**src/rtl/lcd_seq_pkg.sv**
```systemverilog
// lcd_seq_pkg: shared states, init nibble/config byte tables and clear/home codes for the LCD sequencer
package lcd_seq_pkg;
   typedef enum logic [2:0] {PWRUP, INIT_NIB, INIT_CFG, IDLE, XFER_HI, XFER_LO, WAIT} state_t;
   typedef enum logic [1:0] {SP_IDLE, SP_SETUP, SP_HIGH, SP_HOLD} strobe_t;
   localparam logic [3:0][3:0] INIT_NIBS = {4'h2, 4'h3, 4'h3, 4'h3};
   localparam logic [3:0][7:0] CFG_BYTES = {8'h06, 8'h01, 8'h0C, 8'h28};
   localparam logic [7:0] CMD_CLEAR = 8'h01;
   localparam logic [7:0] CMD_HOME = 8'h02;
   function automatic int unsigned cmax(input int unsigned a, input int unsigned b);
      return a > b ? a : b;
   endfunction
endpackage

```
**src/rtl/lcd_nibble_strobe.sv**
```systemverilog
// lcd_nibble_strobe: one setup cycle, EPW_CYC cycles of e high, one hold cycle; done marks the hold cycle
module lcd_nibble_strobe #(
   parameter int unsigned EPW_CYC = 32
) (
   input  logic       clk,
   input  logic       rst,
   input  logic       start,
   input  logic [3:0] nibble,
   input  logic       rs,
   output logic [3:0] lcd_db,
   output logic       lcd_e,
   output logic       lcd_rs,
   output logic       done
);
   import lcd_seq_pkg::*;
   localparam int EW = $clog2(EPW_CYC + 1);
   strobe_t phase, phase_d;
   logic [EW-1:0] cnt, cnt_d;
   logic [3:0] db_d;
   logic rs_d;
   always_ff @(posedge clk or posedge rst) begin
      if (rst) begin
         phase <= SP_IDLE;
         cnt <= '0;
         lcd_db <= '0;
         lcd_rs <= 1'b0;
      end else begin
         phase <= phase_d;
         cnt <= cnt_d;
         lcd_db <= db_d;
         lcd_rs <= rs_d;
      end
   end
   // a start during the hold cycle chains straight into the next setup cycle
   always_comb begin
      phase_d = phase;
      cnt_d = cnt;
      db_d = lcd_db;
      rs_d = lcd_rs;
      if (start) begin
         phase_d = SP_SETUP;
         db_d = nibble;
         rs_d = rs;
      end else if (phase == SP_SETUP) begin
         phase_d = SP_HIGH;
         cnt_d = EW'(EPW_CYC - 1);
      end else if (phase == SP_HIGH) begin
         phase_d = cnt == '0 ? SP_HOLD : SP_HIGH;
         cnt_d = cnt - 1'b1;
      end else if (phase == SP_HOLD) begin
         phase_d = SP_IDLE;
      end
   end
   assign lcd_e = phase == SP_HIGH;
   assign done = phase == SP_HOLD;
endmodule

```
**src/rtl/lcd_sequencer.sv**
```systemverilog
// lcd_sequencer: HD44780 4-bit init and byte writer; LCD_SEQ_XFER_COUNT_EN adds the xfer_count output
module lcd_sequencer #(
   parameter int unsigned PWRUP_CYC = 1875000,
   parameter int unsigned INIT_CYC  = 512500,
   parameter int unsigned EPW_CYC   = 32,
   parameter int unsigned CMD_CYC   = 5000,
   parameter int unsigned CLR_CYC   = 205000
) (
   input  logic        sys0_clk,
   input  logic        sys0_rst,
   input  logic        req_valid,
   output logic        req_ready,
   input  logic        req_rs,
   input  logic [7:0]  req_data,
   output logic [3:0]  lcd_db,
   output logic        lcd_e,
   output logic        lcd_rs,
   output logic        lcd_rw,
   output logic        init_done,
`ifdef LCD_SEQ_XFER_COUNT_EN
   output logic        busy,
   output logic [15:0] xfer_count
`else
   output logic        busy
`endif
);
   import lcd_seq_pkg::*;
   localparam int unsigned MAXC = cmax(cmax(PWRUP_CYC, INIT_CYC), cmax(CMD_CYC, CLR_CYC));
   localparam int CW = $clog2(MAXC + 1);
   localparam logic [CW-1:0] PW_L = CW'(PWRUP_CYC - 1);
   localparam logic [CW-1:0] IN_L = CW'(INIT_CYC - 1);
   localparam logic [CW-1:0] CM_L = CW'(CMD_CYC - 1);
   localparam logic [CW-1:0] CL_L = CW'(CLR_CYC - 1);
   state_t state, state_d;
   logic [CW-1:0] cnt, cnt_d;
   logic [1:0] idx, idx_d;
   logic nib_wait, nib_wait_d;
   logic [7:0] byte_q, byte_d;
   logic rs_q, rs_d;
   logic st_start, st_rs, st_done, is_clr;
   logic [3:0] st_nib;
   lcd_nibble_strobe #(.EPW_CYC(EPW_CYC)) u_strobe (
      .clk(sys0_clk),
      .rst(sys0_rst),
      .start(st_start),
      .nibble(st_nib),
      .rs(st_rs),
      .lcd_db(lcd_db),
      .lcd_e(lcd_e),
      .lcd_rs(lcd_rs),
      .done(st_done)
   );
   always_ff @(posedge sys0_clk or posedge sys0_rst) begin
      if (sys0_rst) begin
         state <= PWRUP;
         cnt <= PW_L;
         idx <= '0;
         nib_wait <= 1'b0;
         byte_q <= '0;
         rs_q <= 1'b0;
         init_done <= 1'b0;
      end else begin
         state <= state_d;
         cnt <= cnt_d;
         idx <= idx_d;
         nib_wait <= nib_wait_d;
         byte_q <= byte_d;
         rs_q <= rs_d;
         init_done <= init_done | (state_d == IDLE);
      end
   end
   assign is_clr = !rs_q && (byte_q == CMD_CLEAR || byte_q == CMD_HOME);
   // config bytes reuse the XFER/WAIT path; init_done tells WAIT whether to return to INIT_CFG
   always_comb begin
      state_d = state;
      cnt_d = cnt;
      idx_d = idx;
      nib_wait_d = nib_wait;
      byte_d = byte_q;
      rs_d = rs_q;
      st_start = 1'b0;
      st_nib = byte_q[7:4];
      st_rs = rs_q;
      case (state)
         PWRUP: begin
            if (cnt == '0) begin
               st_start = 1'b1;
               st_nib = INIT_NIBS[0];
               st_rs = 1'b0;
               idx_d = '0;
               nib_wait_d = 1'b0;
               state_d = INIT_NIB;
            end else begin
               cnt_d = cnt - 1'b1;
            end
         end
         INIT_NIB: begin
            if (!nib_wait) begin
               if (st_done) begin
                  nib_wait_d = 1'b1;
                  cnt_d = IN_L;
               end
            end else if (cnt != '0) begin
               cnt_d = cnt - 1'b1;
            end else if (idx == 2'd3) begin
               idx_d = '0;
               state_d = INIT_CFG;
            end else begin
               idx_d = idx + 2'd1;
               st_start = 1'b1;
               st_nib = INIT_NIBS[idx_d];
               st_rs = 1'b0;
               nib_wait_d = 1'b0;
            end
         end
         INIT_CFG: begin
            st_start = 1'b1;
            st_nib = CFG_BYTES[idx][7:4];
            st_rs = 1'b0;
            byte_d = CFG_BYTES[idx];
            rs_d = 1'b0;
            state_d = XFER_HI;
         end
         IDLE: begin
            if (req_valid && req_ready) begin
               st_start = 1'b1;
               st_nib = req_data[7:4];
               st_rs = req_rs;
               byte_d = req_data;
               rs_d = req_rs;
               state_d = XFER_HI;
            end
         end
         XFER_HI: begin
            if (st_done) begin
               st_start = 1'b1;
               st_nib = byte_q[3:0];
               state_d = XFER_LO;
            end
         end
         XFER_LO: begin
            if (st_done) begin
               cnt_d = is_clr ? CL_L : CM_L;
               state_d = WAIT;
            end
         end
         WAIT: begin
            if (cnt != '0) begin
               cnt_d = cnt - 1'b1;
            end else if (init_done || idx == 2'd3) begin
               state_d = IDLE;
            end else begin
               idx_d = idx + 2'd1;
               state_d = INIT_CFG;
            end
         end
         default: state_d = PWRUP;
      endcase
   end
   assign req_ready = state == IDLE && init_done;
   assign busy = state != IDLE;
   assign lcd_rw = 1'b0;
`ifdef LCD_SEQ_XFER_COUNT_EN
   always_ff @(posedge sys0_clk or posedge sys0_rst) begin
      if (sys0_rst) xfer_count <= '0;
      else if (req_valid && req_ready) xfer_count <= xfer_count + 16'd1;
   end
`endif
endmodule
```
**config.mk**
```make
export PLATFORM = sky130hd
export DESIGN_NAME = lcd_sequencer
export DESIGN_NICKNAME = d
export VERILOG_FILES = /design/src/rtl/lcd_seq_pkg.sv /design/src/rtl/lcd_nibble_strobe.sv /design/src/rtl/lcd_sequencer.sv
export SDC_FILE = /design/constraint.sdc
export NUM_CORES = 1
export LEC_CHECK = 0
export BUFFER_PORTS_ARGS = -buffer_cell sky130_fd_sc_hd__buf_2
export CORE_ASPECT_RATIO = 1.2
export CORE_MARGIN = 1.5
export CORE_UTILIZATION = 55
export DETAILED_ROUTE_END_ITERATION = 8
export PLACE_DENSITY_LB_ADDON = 0.08
export SLEW_MARGIN = 40
export SYNTH_ARGS = -nofsm -noshare
export SYNTH_HDL_FRONTEND = slang
export SYNTH_SLANG_ARGS = --single-unit
```
**constraint.sdc**
```tcl
create_clock -name sys0_clk -period 3.35 [get_ports sys0_clk]
set_input_delay 0.335 -clock sys0_clk [delete_from_list [all_inputs] [get_ports sys0_clk]]
set_output_delay 0.335 -clock sys0_clk [all_outputs]
set_load 0.1 [all_outputs]
```
==> flow_summary.yaml, run 1 <==
setup_path:
  r2r_end: "cnt[3]"
  slowest_delay_ns: 0.83
  critPathSlowestCell: "dfrtp_1"
  path_class: "register to output port"
  rrSetupSlack_ns: 0.80
  r2r-start: "cnt[16]"
  worst_setup_path_end_kind: "output port"
  path_cells: "nand3b_1 > nor2_1 > buf_2"
  path_buf_inv: 1
  crit_cells: 3
  path_max_fanout: 21
  cp.arrival_ns: 2.29
  required_ns: 3.01
  startpoint_type: "register"
  critPathLaunch: "state[0]"
  reg2reg_depth: 5
  cp_top_family: "flip-flops"
  endpoint: "req_ready"
global_route:
  overflow: 0
  grt_max_degree: 51
  grtUsageTotal_pct: 28.4
  grt_pass1_vias: 3012
  grt_pass1_wl_um: 14500
  antenna_found_initial: 0
run_status:
  status: "finished clean"
place:
  post-dp-hpwl_um: 6440
  postPlaceCellArea_sq_mm: 0.00356
  gp_congestion: 0.891
  io_buffers: 20
run:
  max_cap_viol_count: 0
drt:
  vias: 3089
  drt_iter0_drc: 182
  wl_per_cell_um: 17.9
  via_per_inst: 6.32
  final_antenna_net_count: 0
  firstDrtPassIters: 5
  drc: 0
  wirelength_um: 8760
synthesis:
  synth-compound-area-share_pct: 26.4
  synth_top_family_by_area: "compound AO/OA/AOI/OAI gates"
  yosysTopAreaCell: "dfrtp_1"
  netlist_area_sq_mm: 0.00340
  async_flop_share_pct: 100
  synth_area_leaders: "dfrtp_1 28%, dfstp_2 9.3%, nand2_1 4.0%"
  yosysUniqueCellTypes: 68
  syn_nets: 413
  ys_seq_area_share_pct: 37.2
  yosys_warnings: 0
  syn_inst: 392
  yosys.area_share.simple_pct: 22.8
  synth-main-ff-cell: "dfrtp_1"
  synth-xor-area-share_pct: 0.515
  synth_edf_count: 0
  synth_top_cell_area_share_pct: 27.9
  synth-seq-cells: 50
  syn_avg_cell_area_sq_um: 8.68
  synthAdderAreaFrac_pct: 3.31
  synthMuxAreaShare_pct: 3.05
clocking:
  numCtsBuffers: 5
  clkTransAtPathRegs_ns: 0.10
  post_cts_resized: 0
  h-tree-depth: 2
  post_cts_buffers: 0
  cts_root_buf: "clkbuf_8"
  clk_latency_ns: 0.31
  ctsHoldBuffers: 0
  cts_buffer_depth: 2
  clock_sinks: 50
  cts_tree: "yes"
timing:
  tightest_slew_ns: 0.784
  fin_worst_skew_ns: 0.0118
  fmax_mhz: 381
  relSlewSlack_pct: 47.2
  rsz0062_at_grt: "false"
  tns_ns: 0
  setup-violations-final: 0
  slew_viol_final: 0
  fin_crit_ns: 2.63
  holdWs_ns: 0.0760
  post-route-period-util_pct: 78.4
  hold_viol: 0
die:
  dieWidth_um: 74.8
  initial_core_util_pct: 56.6
  die_h_um: 89.2
  fp.coreArea_sq_mm: 0.00601
  rows: 31
  dieArea_sq_mm: 0.00667
  pin_count: 22
min_path:
  hold_class: "primary input to asynchronous set/reset pin"
pwr:
  p_per_area_mw_per_mm2: 293
  power.total_mw: 1.07
  vdd_drop_max_mv: 0.227
  p_leak_nw: 1.63
layout:
  nFillCells: 547
  stdcell_area_sq_mm: 0.00367
  area_growth_syn_to_layout_pct: 7.90
  layout-drive-gt1-share_pct: 18.7
  diodes: 0
  fin_nets: 427
[through the flow]
stage | setup slack (ns) | util, % | instances
finish | 0.723 | 61.1 | 489
global route | 0.554 | 61.1 | 489
global placement | 0.879 | 59.2 | 481
floorplan | 0.190 | - | 392
detailed placement | 0.854 | 59.2 | 481
CTS | 0.743 | 61.1 | 489
[cell families after synthesis]
kind of cell / count (synthesis)
muxes: 10
and+or+nand+nor: 140
other: 1
adders and majority gates: 9
buffers and inverters: 52
xor gates and xnor gates: 2
DFF: 50
AOI/OAI and AO/OA: 128
[state kept, by name, summed over array words and instances (netlist names)]
signal	count
cnt	21
u_strobe.lcd_db	4
nib_wait	1
state	3
byte_q	8
rs_q	1
u_strobe.cnt	6
idx	2
u_strobe.lcd_rs	1
init_done	1
u_strobe.phase	2
[metal layers]
metal	track usage (%)	up-vias	share of wire [%]	wire, um
li1	-	1476	-	-
met1	33.9	1484	42	3640
met2	49.1	100	50	4370
met3	4.62	29	4.8	419
met4	13.9	0	3.7	323
met5	0	-	0	0
[placed cells by master, fill, tap and decap left out, types with 3 or more instances in the layout]
cell / instances
dfrtp_1: 38
o31a_1: 3
buf_2: 20
nand2b_1: 6
o2bb2ai_1: 6
nand2_1: 36
nand4_1: 4
a21o_1: 5
nand3_1: 8
clkbuf_8: 5
mux2i_1: 7
a31o_2: 3
nor3_1: 15
a21oi_1: 25
ha_1: 9
or3_1: 6
buf_4: 8
a31oi_1: 21
a22o_1: 3
nor2_1: 28
nand3b_1: 5
or2_2: 7
a22oi_1: 5
o22ai_1: 12
inv_1: 30
a21boi_0: 3
o21ai_0: 17
dfstp_2: 12
a41oi_1: 3
nor4_1: 7
[area by class of cell]
type | count | area (sq um) | area share, %
inverters | 31 | 119 | 3.24
repair buffers | 28 | 160 | 4.36
flip-flops and latches | 50 | 1270 | 34.5
well taps | 82 | 103 | 2.79
multi-input cells | 290 | 1910 | 52.0
clock inverters | 3 | 45.0 | 1.23
clock buffers | 5 | 68.8 | 1.87
[power by group]
| part | total [mW] | switching, mW | internal, mW |
|---|---|---|---|
| logic | 0.0300 | 0.0226 | 0.00735 |
| clock network | 0.436 | 0.213 | 0.222 |
| registers | 0.609 | 0.00289 | 0.606 |
[cell usage after synthesis, types with 4 or more instances]
cell	n
nor4_1	7
a21o_1	5
o21ai_0	17
nand2b_1	6
dfstp_2	12
nand3_1	8
a21oi_1	25
buf_2	7
dfrtp_1	38
nand2_1	36
inv_1	31
clkbuf_1	10
o2bb2ai_1	6
ha_1	9
or3_1	6
mux2i_1	7
nor3_1	15
a31oi_1	21
a22oi_1	5
o22ai_1	12
nor2_1	28
nand4_1	4
nand3b_1	5
or2_2	7
[worst min path at each step]
stage | start | to | slack (ns) | cells past startpoint
finish | sys0_rst | u_strobe.cnt[0] | 0.08 | 2
global route | sys0_rst | u_strobe.cnt[2] | 0.15 | 2
CTS | sys0_rst | u_strobe.cnt[0] | 0.11 | 2
detailed placement | sys0_rst | cnt[6] | 0.45 | 2
global placement | u_strobe.lcd_rs | u_strobe.lcd_rs | 0.46 | 2
floorplan | req_rs | rs_q | 0.46 | 2
Note: power is estimated with default switching activity, not from simulation.
==> run 2, diff against run 1 <==
--- a/config.mk
+++ b/config.mk
@@ -5,6 +5,7 @@
 export SDC_FILE = /design/constraint.sdc
 export NUM_CORES = 1
 export LEC_CHECK = 0
+export ABC_AREA = 1
 export BUFFER_PORTS_ARGS = -buffer_cell sky130_fd_sc_hd__buf_2
 export CORE_ASPECT_RATIO = 1.2
 export CORE_MARGIN = 1.5
==> constraint.sdc (replaced) <==
create_clock -name sys0_clk -period 2.7 [get_ports sys0_clk]
set_input_delay 0.27 -clock sys0_clk [delete_from_list [all_inputs] [get_ports sys0_clk]]
set_output_delay 0.27 -clock sys0_clk [all_outputs]
set_load 0.1 [all_outputs]
==> flow_summary.yaml, run 2 <==
global_route:
  grtUsageTotal_pct: 27.2
  grt_pass1_wl_um: 15000
  busiest_layer: "met2"
  use_met3_pct: 3.62
  met1_usage_pct: 34.3
  antenna_found_initial: 0
  overflow: 0
  groute.layer.met2.usage_pct: 47.2
  grt_max_degree: 30
  grt_pass1_vias: 3184
clocking:
  post_cts_resized: 0
  h-tree-depth: 2
  clock_sinks: 50
  cts_root_buf: "clkbuf_8"
  clkTransAtPathRegs_ns: 0.09
  cts_buffer_depth: 2
  numCtsBuffers: 5
  clk_latency_ns: 0.32
  post_cts_buffers: 0
  ctsHoldBuffers: 0
  cts_tree: "yes"
timing:
  setup-violations-final: 0
  post-route-period-util_pct: 88.9
  hold_viol: 0
  fin_worst_skew_ns: 0.00680
  holdWs_ns: 0.000857
  tns_ns: 0
  tightest_slew_ns: 0.811
  slew_viol_final: 0
  rsz0062_at_grt: "false"
  fin_crit_ns: 2.40
  fmax_mhz: 416
  relSlewSlack_pct: 45.7
drt:
  wl_per_cell_um: 14.0
  drt_iter0_drc: 231
  drc: 0
  wirelength_um: 8950
  firstDrtPassIters: 5
  via_per_inst: 5.28
  vias: 3376
  final_antenna_net_count: 0
layout:
  layout-drive-gt1-share_pct: 11.6
  area_growth_syn_to_layout_pct: 7.02
  stdcell_area_sq_mm: 0.00380
  nFillCells: 607
  largest_reg_flops: 21
  seq_area_sq_mm: 0.00127
  top_register: "cnt"
  fin_nets: 578
  largest_registers: "cnt (21), byte_q (8), u_strobe.cnt (6)"
  final_cell_mix: "159 x nand2_1, 86 x nor2_1, 74 x inv_1, 38 x dfrtp_1, 35 x nand3_1"
  finalNonFillerCells: 640
  multi_input_area_sq_mm: 0.00190
  diodes: 0
  final_common_cell: "nand2_1"
synthesis:
  synth_area_leaders: "dfrtp_1 27%, nand2_1 17%, nor2_1 9.1%"
  async_flop_share_pct: 100
  netlist_area_sq_mm: 0.00355
  yosysTopAreaCell: "dfrtp_1"
  synth_edf_count: 0
  synth-seq-cells: 50
  syn_inst: 539
  yosys-top-cells-count: "159 x nand2_1, 86 x nor2_1, 75 x inv_1"
  synth-main-ff-cell: "dfrtp_1"
  syn_avg_cell_area_sq_um: 6.58
  synth_top_cell_area_share_pct: 26.8
  yosys_warnings: 0
  yosysMostFrequentCell: "nand2_1"
  yosysUniqueCellTypes: 36
  ys_seq_area_share_pct: 35.7
  syn_nets: 560
die:
  initial_core_util_pct: 57.9
  die_h_um: 91.0
  dieArea_sq_mm: 0.00694
  pin_count: 22
  rows: 31
  dieWidth_um: 76.3
  fp.coreArea_sq_mm: 0.00613
pwr:
  internal_power_mw: 0.965
  power.total_mw: 1.25
  vdd_drop_max_mv: 0.260
  p_per_area_mw_per_mm2: 330
  combinationalPowerShare_pct: 2.7
  pwr-share-seq_pct: 59.8
  p_leak_nw: 1.97
  p_sw_mw: 0.289
  p_sw_share_pct: 23.0
  p_clk_share_pct: 37.5
min_path:
  hold_class: "primary input to asynchronous set/reset pin"
setup_path:
  startpoint_type: "register"
  path_max_fanout: 29
  slowest_delay_ns: 0.63
  reg2reg_depth: 10
  critPathSlowestCell: "nor2_1"
  path_class: "register to register"
  required_ns: 2.91
  path_cells: "nor2_1 > nand2_2 > nor2_4 > nor2_1 > o21bai_4 > nor2_2 > buf_4 > nand2_1 > o21ai_1 > nand2_1"
  worst_setup_path_end_kind: "register"
  cp.arrival_ns: 2.61
place:
  dpl.cell_count: 632
  post-dp-hpwl_um: 6850
  io_buffers: 20
  gp_congestion: 0.976
  postPlaceCellArea_sq_mm: 0.00370
run:
  max_cap_viol_count: 0
run_status:
  status: "finished clean"
[run 2: cell type report]
type,instances,share of cell area [%]
multi-input combinational,399,50.2
sequential,50,33.4
inverter,78,7.71
timing repair buffer,23,3.56
tap,82,2.70
clock buffer,6,2.18
clock inverter,2,0.330
[run 2: cell families after synthesis]
group	after synthesis	synth area share (%)
compound gates	66	10.7
xor+xnor	8	1.98
fa+ha+maj	9	3.17
buf+inv	90	10.6
flops	50	35.7
other cells	1	0.106
simple gates	315	37.7
[run 2: worst max-delay path: cells and delay by family (launching register included)]
family | cells | cell delay (ns)
and+or+nand+nor | 7 | 1.25
DFF | 1 | 0.50
buffers and inverters | 1 | 0.30
AOI/OAI and AO/OA | 2 | 0.23
[run 2: stage by stage]
| step | worst slack, ns | util (%) |
|---|---|---|
| 6_report | 0.299 | 61.9 |
| 3_5_place_dp | 0.366 | 60.4 |
| 5_1_grt | 0.110 | 61.9 |
| 2_1_floorplan | 0.134 | - |
| 3_3_place_gp | 0.439 | 60.4 |
| 4_1_cts | 0.350 | 61.9 |
[run 2: final timing paths]
path	to	start	slack (ns)
worst min-delay path	u_strobe.lcd_db[1]	sys0_rst	0.0009
worst max-delay path	cnt[9]	state[2]	0.30
min in group sys0_clk	byte_q[6]	req_data[6]	0.18
worst min register to register	cnt[5]	cnt[5]	0.49
worst max register to register	cnt[9]	state[2]	0.30
max in group asynchronous	cnt[15]	sys0_rst	2.08
[run 2: metal layers]
metal  share of wire, %  routed length [um]
met1                 45                4000
met2                 49                4370
met3                3.6                 319
met4                2.9                 255
met5                  0                   0
[run 2: power by group through the flow]
stage	Sequential, mW	Combinational (mW)	Clock [mW]
2_1_floorplan	0.763	0.0191	0
3_3_place_gp	0.763	0.0344	0
3_5_place_dp	0.763	0.0350	0
4_1_cts	0.749	0.0349	0.480
5_1_grt	0.749	0.0394	0.504
6_report	0.749	0.0337	0.470
